$ cat src/rtl/vga_timing_gen.sv
// vga_timing_gen: VGA raster counters, sync generation and a test-pattern
// pixel pipeline kept aligned to a fixed-latency external pixel source.
module vga_timing_gen #(
  parameter int H_ACTIVE = 800,
  parameter int H_FP     = 40,
  parameter int H_SYNC   = 128,
  parameter int H_BP     = 88,
  parameter int V_ACTIVE = 600,
  parameter int V_FP     = 1,
  parameter int V_SYNC   = 4,
  parameter int V_BP     = 23,
  parameter bit HS_POL   = 1'b1,
  parameter bit VS_POL   = 1'b1,
  parameter int COLOR_W  = 8,
  parameter int LAT      = 2
) (
  input  logic               CLK,
  input  logic               RST_N,
  input  logic               enable,
  input  logic [1:0]         pattern_sel,
  output logic               pix_req,
  output logic [10:0]        pix_x,
  output logic [9:0]         pix_y,
  input  logic [COLOR_W-1:0] pix_r,
  input  logic [COLOR_W-1:0] pix_g,
  input  logic [COLOR_W-1:0] pix_b,
  output logic [COLOR_W-1:0] VGA_R,
  output logic [COLOR_W-1:0] VGA_G,
  output logic [COLOR_W-1:0] VGA_B,
  output logic               VGA_HS,
  output logic               VGA_VS,
  output logic               VGA_BLANK_n,
  output logic               VGA_SYNC_n,
  output logic               frame_start,
  output logic [15:0]        frame_count
);

  localparam int H_TOTAL = H_ACTIVE + H_FP + H_SYNC + H_BP;
  localparam int V_TOTAL = V_ACTIVE + V_FP + V_SYNC + V_BP;

  localparam logic [10:0] HA  = 11'(H_ACTIVE);
  localparam logic [10:0] HS0 = 11'(H_ACTIVE + H_FP);
  localparam logic [10:0] HS1 = 11'(H_ACTIVE + H_FP + H_SYNC);
  localparam logic [10:0] HL  = 11'(H_TOTAL - 1);
  localparam logic [10:0] BAR = 11'(H_ACTIVE / 8);
  localparam logic [9:0]  VA  = 10'(V_ACTIVE);
  localparam logic [9:0]  VS0 = 10'(V_ACTIVE + V_FP);
  localparam logic [9:0]  VS1 = 10'(V_ACTIVE + V_FP + V_SYNC);
  localparam logic [9:0]  VL  = 10'(V_TOTAL - 1);

  typedef struct packed {
    logic        act;
    logic        hs;
    logic        vs;
    logic        fs;
    logic [1:0]  mode;
    logic [10:0] x;
    logic        y5;
  } tap_t;

  logic [10:0] h_q, h_d;
  logic [9:0]  v_q, v_d;
  logic [1:0]  mode_q, mode_d;
  logic        run_q;
  logic        at_org;
  logic        act;
  tap_t        cur;
  tap_t        dl;

  assign at_org = (h_q == '0) && (v_q == '0);
  assign mode_d = at_org ? pattern_sel : mode_q;
  assign act    = enable && RST_N && (h_q < HA) && (v_q < VA);

  always_comb begin
    h_d = h_q;
    v_d = v_q;
    if (!enable) begin
      h_d = '0;
      v_d = '0;
    end else if (h_q == HL) begin
      h_d = '0;
      v_d = (v_q == VL) ? '0 : v_q + 10'd1;
    end else begin
      h_d = h_q + 11'd1;
    end
  end

  always_ff @(posedge CLK or negedge RST_N) begin
    if (!RST_N) begin
      h_q    <= '0;
      v_q    <= '0;
      mode_q <= '0;
      run_q  <= 1'b0;
    end else begin
      h_q    <= h_d;
      v_q    <= v_d;
      mode_q <= mode_d;
      run_q  <= enable;
    end
  end

  // run_q suppresses the pulse at the origin of the very first frame
  always_comb begin
    cur      = '0;
    cur.act  = act;
    cur.hs   = enable && (h_q >= HS0) && (h_q < HS1);
    cur.vs   = enable && (v_q >= VS0) && (v_q < VS1);
    cur.fs   = enable && at_org && run_q;
    cur.mode = mode_d;
    if (act) begin
      cur.x  = h_q;
      cur.y5 = v_q[5];
    end
  end

  assign pix_req = act;
  assign pix_x   = act ? h_q : '0;
  assign pix_y   = act ? v_q : '0;

  generate
    if (LAT == 0) begin : g_nodl
      assign dl = cur;
    end else begin : g_dl
      tap_t dl_q [LAT];
      always_ff @(posedge CLK or negedge RST_N) begin
        if (!RST_N) begin
          for (int i = 0; i < LAT; i++) dl_q[i] <= '0;
        end else begin
          dl_q[0] <= cur;
          for (int i = 1; i < LAT; i++) dl_q[i] <= dl_q[i-1];
        end
      end
      assign dl = dl_q[LAT-1];
    end
  endgenerate

  logic [10:0]        bar_raw;
  logic [2:0]         bar;
  logic [2:0]         bar_rgb;
  logic               chk;
  logic               m_bar, m_chk, m_ramp;
  logic [COLOR_W-1:0] pr, pg, pb;

  assign bar_raw = dl.x / BAR;
  assign bar     = (bar_raw > 11'd7) ? 3'd7 : bar_raw[2:0];
  assign chk     = dl.x[5] ^ dl.y5;
  assign m_bar   = (dl.mode == 2'd1);
  assign m_chk   = (dl.mode == 2'd2);
  assign m_ramp  = (dl.mode == 2'd3);

  always_comb begin
    bar_rgb = 3'b000;
    unique case (bar)
      3'd0: bar_rgb = 3'b111;
      3'd1: bar_rgb = 3'b110;
      3'd2: bar_rgb = 3'b011;
      3'd3: bar_rgb = 3'b010;
      3'd4: bar_rgb = 3'b101;
      3'd5: bar_rgb = 3'b100;
      3'd6: bar_rgb = 3'b001;
      3'd7: bar_rgb = 3'b000;
    endcase
  end

  always_comb begin
    pr = pix_r;
    pg = pix_g;
    pb = pix_b;
    unique case (1'b1)
      m_bar: begin
        pr = {COLOR_W{bar_rgb[2]}};
        pg = {COLOR_W{bar_rgb[1]}};
        pb = {COLOR_W{bar_rgb[0]}};
      end
      m_chk: begin
        pr = {COLOR_W{chk}};
        pg = {COLOR_W{chk}};
        pb = {COLOR_W{chk}};
      end
      m_ramp: begin
        pr = dl.x[COLOR_W-1:0];
        pg = dl.x[COLOR_W-1:0];
        pb = dl.x[COLOR_W-1:0];
      end
      default: ;
    endcase
  end

  logic [COLOR_W-1:0] r_q, g_q, b_q, r_d, g_d, b_d;
  logic               hs_q, vs_q, bn_q, fs_q;
  logic               hs_d, vs_d;
  logic [15:0]        fc_q, fc_d;

  always_comb begin
    r_d  = dl.act ? pr : '0;
    g_d  = dl.act ? pg : '0;
    b_d  = dl.act ? pb : '0;
    hs_d = dl.hs ? HS_POL : ~HS_POL;
    vs_d = dl.vs ? VS_POL : ~VS_POL;
    fc_d = fc_q + {15'd0, dl.fs};
  end

  always_ff @(posedge CLK or negedge RST_N) begin
    if (!RST_N) begin
      r_q  <= '0;
      g_q  <= '0;
      b_q  <= '0;
      hs_q <= ~HS_POL;
      vs_q <= ~VS_POL;
      bn_q <= 1'b0;
      fs_q <= 1'b0;
      fc_q <= '0;
    end else begin
      r_q  <= r_d;
      g_q  <= g_d;
      b_q  <= b_d;
      hs_q <= hs_d;
      vs_q <= vs_d;
      bn_q <= dl.act;
      fs_q <= dl.fs;
      fc_q <= fc_d;
    end
  end

  assign VGA_R       = r_q;
  assign VGA_G       = g_q;
  assign VGA_B       = b_q;
  assign VGA_HS      = hs_q;
  assign VGA_VS      = vs_q;
  assign VGA_BLANK_n = bn_q;
  assign VGA_SYNC_n  = 1'b0;
  assign frame_start = fs_q;
  assign frame_count = fc_q;

endmodule

$ cat config.mk
export PLATFORM = sky130hd
export DESIGN_NAME = vga_timing_gen
export DESIGN_NICKNAME = d
export VERILOG_FILES = /design/src/rtl/vga_timing_gen.sv
export SDC_FILE = /design/constraint.sdc
export NUM_CORES = 1
export LEC_CHECK = 0
export ABC_AREA = 0
export CELL_PAD_IN_SITES_DETAIL_PLACEMENT = 1
export CELL_PAD_IN_SITES_GLOBAL_PLACEMENT = 2
export CORE_UTILIZATION = 25
export CTS_CLUSTER_DIAMETER = 60
export DETAILED_ROUTE_END_ITERATION = 10
export PLACE_DENSITY_LB_ADDON = 0.3
export SYNTH_ARGS = -nofsm -noshare
export SYNTH_HDL_FRONTEND = slang
export SYNTH_SLANG_ARGS = --single-unit
$ cat constraint.sdc
create_clock -name CLK -period 2.6 [get_ports CLK]
set_input_delay 0.39 -clock CLK [delete_from_list [all_inputs] [get_ports CLK]]
set_output_delay 0.39 -clock CLK [all_outputs]
set_load 0.01 [all_outputs]
==> key figures <==
GRT
  • GRT Overall Usage: 14.9%
  • Initial antenna violation count: 0
  • Pin count of the biggest net entering global routing: 76
  • Gr ovfl total: 0
  • Global-route wire length before repair: between 20000 and 25000 um
  • Vias in the first global route: approximately 4500

Setup path
  • WP data required: ~2800 ps
  • Setup slack, reg-to-reg: -150 ps
  • CP Launch Type: flop
  • R2r endpoint: VGA_B[3]$_DFF_PN0_
  • Critical path class: flop to flop
  • Crit. End Element: flop
  • R2r startpoint: dl[10]$_DFF_PN0_
  • Data arrival, critical path: 2980 ps
  • Crit path max fanout: 8
  • Worst r2r path cells: 12

Route
  • Final wirelength: approximately 15000 um
  • DRT Pass-1 Iters: 4
  • Vias: 4250
  • Post-detailed-route wirelength per cell: 16.3 um
  • Final ANT Viol Nets: 0
  • Via density: 4.67
  • DRT iter0 DRCs: roughly 180
  • Post-route DRC: 0

STA
  • Fin crit share: 106%
  • Fin worst setup slack: -152 ps
  • Setup Viol. Count Final: 12
  • Slew margin rel.: 37.9%
  • Min Tclk post-route: 2750 ps
  • Hold Violations, Final: 0
  • Slew Limit Fails: 0
  • Tightest Pin Transition: between 900 and 1000 ps
  • RSZ-0062 raised after global routing: yes
  • Worst Skew: 6.14 ps
  • Fmax: 363 MHz

Clocking
  • Clk pin slew, worst setup/hold paths: 70 ps
  • H-tree level count: 3
  • CTS sink count: 102
  • Clock tree buffer depth: 2
  • Clock latency on the worst-skew pair: ~350 ps
  • CTS tree: done
  • CTS Hold Bufs: 0
  • Clk root buf: clkbuf_16
  • CTS buffer count: 9

Power and ir drop
  • Max IR drop VDD: a little over 0.3 mV
  • P per Cell Area: 513 nW/um^2
  • Leakage: roughly 0.0033 uW
  • Final total power: 3740 uW

Run
  • Max_cap viols: 0

Logic synthesis
  • Synth Warn #: 0
  • Post-Syn Area: 5030 um^2
  • Top cells by count, synth: 102 x dfrtp_1, 33 x nand2_1, 31 x a21oi_1
  • Post-synthesis sequential area ratio: 50.8%
  • Main synth FF type: dfrtp_1
  • Synth area leader: dfrtp_1
  • Cell variety after synth: 63
  • Synthesized flop and latch total: 102
  • Async S/R FF share, synth: 100%
  • Top cell type's share of synthesized area: 50.8%
  • Synth Area per Inst: 10.3 um^2
  • Post-synth EDFFs: 0
  • Synth top area cells: dfrtp_1 51%, o221a_2 3.6%, a21oi_1 3.1%
  • Count leader, synth: dfrtp_1
  • Synthesized instance count: 490

Die
  • Core Area: ~20000 um^2
  • Die X: 144 um
  • Starting Density: 25.7%
  • Height of the die: 144 um
  • Top-Level Pins: 96
  • Site Rows: slightly above 50
  • Die area: 20700 um^2

Hold path
  • Hold Path Class: primary input to asynchronous set/reset pin

Place
  • DP Wirelength: 10800 um
  • RePlAce Congestion: 0.862
  • Post-Place Setup Slack: -310 ps
  • IO Port Bufs: 93

Final layout
  • Nets: 678
  • Diodes inserted: 0
  • Area growth syn-to-layout: 44.9%
  • Share of post-route cells with drive strength above 1: 27.7%

Outcome
  • Status: finished with violations
  • Violated checks: setup timing
worst max-delay path, cell delays in order, from the launching register on:
cell	delay, ps
dfrtp_2	480
nor3b_2	190
a21o_2	200
buf_4	160
o31ai_4	270
a21oi_2	120
o311ai_4	340
buf_6	150
mux2i_2	230
a22oi_2	80
o221ai_2	170
buf_6	180
a21oi_2	60
placed cells by master (no fill, tap or decap), types with 7 or more instances in the layout:
cell type,netlist,layout
inv_1,19,19
buf_4,15,75
clkdlybuf4s50_1,0,72
o221a_2,16,16
nand2b_1,8,7
dlygate4sd2_1,0,13
nor2b_1,10,8
clkbuf_16,0,9
and3_1,9,8
ha_1,8,8
and2_1,19,18
a21oi_2,0,15
dfrtp_2,0,7
dfrtp_1,102,95
dlymetal6s2s_1,0,7
nand3_1,18,17
xnor2_1,11,11
a21oi_1,31,16
o21ai_0,24,22
nor3_1,13,9
xor2_1,14,14
nor2_1,29,27
nand2_1,33,33
nor4_1,11,8
worst max-delay path by stage:
stage / from / end / depth (start not counted)
3_3_place_gp: dl[10]$_DFF_PN0_ / VGA_B[6]$_DFF_PN0_ / 10
5_1_grt: dl[6]$_DFF_PN0_ / VGA_B[7]$_DFF_PN0_ / 11
6_report: dl[10]$_DFF_PN0_ / VGA_B[3]$_DFF_PN0_ / 12
2_1_floorplan: dl[10]$_DFF_PN0_ / VGA_B[0]$_DFF_PN0_ / 10
4_1_cts: dl[10]$_DFF_PN0_ / VGA_B[3]$_DFF_PN0_ / 10
3_5_place_dp: dl[10]$_DFF_PN0_ / VGA_B[0]$_DFF_PN0_ / 10
logic make-up (layout without fill, tap and decap cells):
logic type,after synthesis,in the layout,synth area share [%]
AOI/OAI and AO/OA,114,114,17.0
xor gates and xnor gates,25,25,4.35
adders and majority gates,9,9,2.19
buffers and inverters,58,212,5.62
DFF,102,102,50.8
muxes,7,7,1.49
other,1,3,0.0746
and+or+nand+nor,174,174,18.5
layout make-up:
type,instances,area (um^2)
clock buffers,11,233
clock inverters,5,43.8
fillers,2223,12300
inverters,19,71.3
multi-input cells,332,2440
flip-flops and latches,102,2560
well taps,265,332
repair buffers,177,1600
state kept, by name, summed over array words and instances (netlist names):
signal and flops:
dl 18, g_dl.dl_q 18, frame_count 16, h_q 11, v_q 10, VGA_B 8
VGA_G 8, VGA_R 8, VGA_BLANK_n 1, VGA_HS 1, VGA_VS 1, frame_start 1
run_q 1
through the flow:
step | setup TNS, ps | instance area, um^2 | utilization (%) | hold slack (ps) | instances
floorplan | -105 | 5070 | - | 94.4 | 492
global placement | -4800 | 6620 | 33.8 | 332 | 878
detailed placement | -6660 | 6620 | 33.8 | 336 | 878
CTS | -1500 | 7120 | 36.4 | 91.1 | 905
global route | -3800 | 7290 | 37.2 | 118 | 911
finish | -1220 | 7290 | 37.2 | 88.7 | 911
timing repair:
action / CTS / global route
pin swaps: 16 / 10
buffers inserted: 10 / 6
gates resized for setup: 54 / 30
setup endpoints to repair: 44 / 34
cloned: 1 / 0
routing by layer:
layer / part of all wire (%) / GRT usage, %
met4: 1.3 / 4.31
met2: 52 / 26.4
met5: 0 / 0
met1: 44 / 18.1
met3: 3.5 / 2.73
power by group:
group	internal (uW)	switching [uW]	total [uW]
logic	326	346	672
registers	1690	94.7	1790
clock network	663	621	1280
total	2680	1060	3740
No activity file was read; power rests on OpenSTA's default activity.
